### src/rtl/mem_dump_engine.sv
// mem_dump_engine: reads a run of consecutive words from a synchronous-read
// memory and streams them out over valid/ready, tagging the final word.
// A 2-entry output FIFO absorbs the one-cycle read latency so the stream can
// run at one word per clock while still honouring sink backpressure.
module mem_dump_engine #(
  parameter int DATA_W = 32,
  parameter int ADDR_W = 8
) (
  input  logic              clk,
  input  logic              rst,
  input  logic              start,
  input  logic [ADDR_W-1:0] base_addr,
  input  logic [ADDR_W:0]   num_words,
  output logic              busy,
  output logic              done,
  output logic              mem_ren,
  output logic [ADDR_W-1:0] mem_raddr,
  input  logic [DATA_W-1:0] mem_rdata,
  output logic              out_valid,
  input  logic              out_ready,
  output logic [DATA_W-1:0] out_data,
  output logic              out_last
);

  typedef enum logic [1:0] {
    IDLE,
    RUN,
    DRAIN,
    FIN
  } state_t;

  state_t state, state_next;

  // Words still to be requested from memory
  logic [ADDR_W:0] remaining;

  // A read was issued last cycle; its data is on mem_rdata this cycle
  logic inflight;
  logic inflight_last;

  // Output FIFO: two entries, each holding a word and its last tag
  logic [DATA_W-1:0] fifo_data [2];
  logic [1:0]        fifo_last;
  logic              rd_ptr;
  logic              wr_ptr;
  logic [1:0]        count;

  logic       push;
  logic       pop;
  logic       issue;
  logic       last_issue;
  logic [2:0] occupancy;

  assign push = inflight;
  assign pop  = out_valid && out_ready;

  // Entries that will be held after this cycle if no new read is issued;
  // a read is only issued when its word is guaranteed a free FIFO slot.
  assign occupancy  = 3'(count) + 3'(inflight) - 3'(pop);
  assign issue      = (state == RUN) && (occupancy < 3'd2);
  assign last_issue = issue && (remaining == (ADDR_W+1)'(1));

  assign out_valid = (count != 2'd0);
  assign out_data  = out_valid ? fifo_data[rd_ptr] : '0;
  assign out_last  = out_valid && fifo_last[rd_ptr];

  // State register
  always_ff @(posedge clk) begin
    if (rst) begin
      state <= IDLE;
    end else begin
      state <= state_next;
    end
  end

  // Next-state logic and status/read-enable outputs
  always_comb begin
    state_next = state;
    busy       = 1'b0;
    done       = 1'b0;
    mem_ren    = 1'b0;
    case (state)
      IDLE: begin
        if (start) begin
          state_next = (num_words == '0) ? FIN : RUN;
        end
      end
      RUN: begin
        busy    = 1'b1;
        mem_ren = issue;
        if (last_issue) begin
          state_next = DRAIN;
        end
      end
      DRAIN: begin
        busy = 1'b1;
        if (!inflight && ((count == 2'd0) || ((count == 2'd1) && pop))) begin
          state_next = FIN;
        end
      end
      FIN: begin
        done       = 1'b1;
        state_next = IDLE;
      end
      default: begin
        state_next = IDLE;
      end
    endcase
  end

  // Read address, remaining-word counter and in-flight tracking
  always_ff @(posedge clk) begin
    if (rst) begin
      mem_raddr     <= '0;
      remaining     <= '0;
      inflight      <= 1'b0;
      inflight_last <= 1'b0;
    end else begin
      inflight      <= issue;
      inflight_last <= last_issue;
      if ((state == IDLE) && start) begin
        mem_raddr <= base_addr;
        remaining <= num_words;
      end else if (issue) begin
        mem_raddr <= mem_raddr + ADDR_W'(1);
        remaining <= remaining - (ADDR_W+1)'(1);
      end
    end
  end

  // Output FIFO: capture returning read data, release on handshake
  always_ff @(posedge clk) begin
    if (rst) begin
      for (int i = 0; i < 2; i++) begin
        fifo_data[i] <= '0;
      end
      fifo_last <= '0;
      rd_ptr    <= 1'b0;
      wr_ptr    <= 1'b0;
      count     <= 2'd0;
    end else begin
      if (push) begin
        fifo_data[wr_ptr] <= mem_rdata;
        fifo_last[wr_ptr] <= inflight_last;
        wr_ptr            <= ~wr_ptr;
      end
      if (pop) begin
        rd_ptr <= ~rd_ptr;
      end
      case ({push, pop})
        2'b10:   count <= count + 2'd1;
        2'b01:   count <= count - 2'd1;
        default: count <= count;
      endcase
    end
  end

endmodule
### config.mk
export PLATFORM = sky130hd
export DESIGN_NAME = mem_dump_engine
export DESIGN_NICKNAME = d
export VERILOG_FILES = /design/src/rtl/mem_dump_engine.sv
export SDC_FILE = /design/constraint.sdc
export NUM_CORES = 1
export LEC_CHECK = 0
export ABC_CLOCK_PERIOD_IN_PS = 8700
export BUFFER_PORTS_ARGS = -buffer_cell sky130_fd_sc_hd__buf_4
export CELL_PAD_IN_SITES_DETAIL_PLACEMENT = 1
export CELL_PAD_IN_SITES_GLOBAL_PLACEMENT = 1
export CORE_MARGIN = 4
export CORE_UTILIZATION = 35
export CTS_BUF_LIST = sky130_fd_sc_hd__clkbuf_4 sky130_fd_sc_hd__clkbuf_8 sky130_fd_sc_hd__clkbuf_16
export CTS_CLUSTER_SIZE = 12
export DETAILED_ROUTE_END_ITERATION = 8
export PLACE_DENSITY_LB_ADDON = 0.25
export SLEW_MARGIN = 20
export SYNTH_ARGS = -nofsm -noshare
export SYNTH_HDL_FRONTEND = slang
export SYNTH_SLANG_ARGS = --single-unit
### constraint.sdc
create_clock -name clk -period 8.7 [get_ports clk]
set_input_delay 0.87 -clock clk [delete_from_list [all_inputs] [get_ports clk]]
set_output_delay 0.87 -clock clk [all_outputs]
set_load 0.01 [all_outputs]
==> key figures <==
Floorplan
  – Core Box Area: 0.01216 mm^2
  – Die outline width: 120.2 um
  – Boundary Pins: 98
  – Initial Utilization: 36.24%
  – Std cell rows: 40
  – Die Area: 0.01445 mm^2
  – Die Y: 120.2 um

Worst hold path
  – Min-delay worst type: reg2reg
  – Hold Path Depth: 2

Global route
  – Antenna violations before repair: 0
  – Total GRT Usage: 15.32%
  – First-pass GRT wire length: 17.44 mm
  – Grt ovf: 0
  – Largest net degree at the start of global routing: 37
  – Vias in the first global route: 3444

Finish
  – Area delta synth->final: 26.82%
  – Antenna diodes: 0
  – Most frequent cells in the layout: buf_4, and2_1, edfxtp_1
  – Layout cells sized above 1: 24.80%
  – Net count, final: 551
  – Final Util: 45.97%
  – Non-filler instance count after layout: 660
  – # fillers: 1340
  – Most common cell after layout, fill and taps aside: buf_4

Clock tree
  – Clk slew on worst S/H paths: 60 ps
  – CTS root buf: clkbuf_16
  – Setup bufs post-CTS: 0
  – Post_cts resized: 0
  – Clock sinks: 92
  – CTS Buf Count: 9
  – Max clock buf depth: 2
  – Clk_lat worst skew: 340 ps
  – CTS tree: done
  – Hold buffers post-CTS: 0
  – H-tree depth: 3

Pwr
  – Pint: 1.043 mW
  – Overall power: 1.606 mW
  – Clock Power Share: 24.3%
  – Register share of total power: 40.5%
  – Power share of the combinational group: 35.3%
  – PwrDens: 287.3 mW/mm^2
  – Worst VDD drop: 0.0001683 V
  – P_leak: 2.185 nW
  – Switch share: 35.03%
  – Sw Pwr: 0.5626 mW

STA
  – Layout Skew: 5.648 ps
  – Max Clk Rate: 226.4 MHz
  – Final Hold Vio Count: 0
  – Tightest Pin Transition: 1072 ps
  – Crit share post-route: 50.76%
  – RSZ-0062 raised after global routing: false
  – Setup TNS: 0 ps
  – Max Slew Vio Count: 0
  – Minimum clock period: 4416 ps
  – # setup viols final: 0
  – Slew headroom: 28.52%

Detailed routing
  – DRC viols: 0
  – DR vias/cell: 4.882
  – Drt first-iter violations: 106
  – Via count: 3222
  – Routed Antenna Nets: 0
  – Total routed wirelength: 10.84 mm
  – Drt wl/cell: 16.42 um
  – Drt pass-1 iters: 4

Synthesis
  – Synthesized instance count: 397
  – Synth Area per Inst: 11.10 um^2
  – Post-Syn Nets: 461
  – Yosys top cell by area: edfxtp_1
  – #FFs+latches synth: 92
  – Sequential element share of the synthesized area: 56.32%
  – Ys Warns: 0
  – Top cells by area, synth: edfxtp_1, dfxtp_1, and2_1, mux2i_1, nor2_1
  – Top-area cell type share of the netlist area: 43.60%
  – Syn Std Cell Area: 0.004408 mm^2
  – Netlist cell types: 40

Setup path
  – R2R cell count: 11
  – Worst-path fanout max: 36
  – Worst setup SP type: flip-flop
  – Critical Path RT: 7830 ps
  – CP endpoint kind: output port
  – Critical path class: reg2out
  – Worst EP arrival: 3550 ps

Placed design
  – Hpwl dp: 7.508 mm
  – Port bufs: 97
  – Placed cell count: 644
  – RePlAce Congestion: 0.8342

Flow run
  – Max-Cap Viols: 0

Status
  – Status: completed
-- synth_stat cells, drive strengths merged --
master and count:
or3 4, clkbuf 17, o21ai 11, a211oi 8
a21oi 6, xor2 4, fa 1, or4b 1
nor2b 2, nand2b 1, o211ai 1, a31oi 4
nor4 2, or4 2, nand2 13, nand3 10
and4 2, buf 4, ha 10, and2 67
nor3 6, and3 4, a221oi 1, o41ai 1
nor4b 2, or2 2, nor3b 1, nand4 2
xnor2 13, a32o 1, inv 12, nor2 52
a21o 1, edfxtp 64, dfxtp 28, a311oi 4
mux2i 33
-- worst max-delay path: stages, from the launching register on --
cell and delay (ps):
dfxtp_1 460, inv_1 110, ha_1 190, buf_4 250, nor2b_1 350, xnor2_1 180, nand2_1 110, fa_1 440
xnor2_1 530, nand2_1 210, inv_1 230, buf_4 160
-- metrics by stage --
step,hold slack [ps],instance area [um^2],worst slack [ps]
after floorplan,425.4,4408,5246
after global placement,454.4,5291,4861
after detailed placement,462.7,5291,4637
after CTS,473.9,5589,4261
after global routing,522.0,5590,3891
final,477.0,5590,4284
-- registers in the layout, summed over array words and instances (netlist names), 2 cells and up, named ones only --
register / count
state: 2
fifo_last: 2
remaining: 9
mem_raddr: 8
fifo_data: 64
count: 2
-- cell type report --
| type | instances | area, um^2 | share of cell area (%) |
|---|---|---|---|
| clock buffer | 10 | 232.7 | 4.163 |
| clock inverter | 6 | 65.06 | 1.164 |
| inverter | 12 | 45.04 | 0.8057 |
| multi-input combinational | 272 | 1803 | 32.25 |
| sequential | 92 | 2484 | 44.43 |
| tap | 168 | 210.2 | 3.760 |
| timing repair buffer | 100 | 750.7 | 13.43 |
-- path summary, 6_finish.rpt --
kind / from / endpoint / slack, ps
min: fifo_last[0] / fifo_last[0] / 480
max: count[1] / mem_ren / 4280
min reg2reg: fifo_last[0] / fifo_last[0] / 480
max reg2reg: count[1] / remaining[7] / 5180
-- routing by layer --
layer / share of wire [%] / global-route usage (%) / vias up
li1: - / - / 1561
met1: 42 / 18.48 / 1581
met2: 52 / 27.08 / 67
met3: 4.3 / 3.321 / 13
met4: 1.5 / 5.241 / 0
met5: 0 / 0 / -
-- logic make-up (layout without fill, tap and decap cells) --
group           count (synthesis)  after routing  share of synthesized area (%)
simple gates                  173            173                          20.92
compound gates                 38             38                          5.791
xor+xnor                       17             17                          3.378
buf+inv                        33            128                          2.810
mux                            33             33                          7.494
flops                          92             92                          56.32
fa+ha+maj                      11             11                          3.293
-- power by group through the flow --
stage,combinational [mW],sequential [mW],clock (mW)
3_3_place_gp,0.555,0.655,0
5_1_grt,0.630,0.665,0.416
4_1_cts,0.578,0.652,0.397
3_5_place_dp,0.573,0.660,0
6_report,0.567,0.650,0.390
2_1_floorplan,0.389,0.617,0
Power figures use the tool's default switching activity.
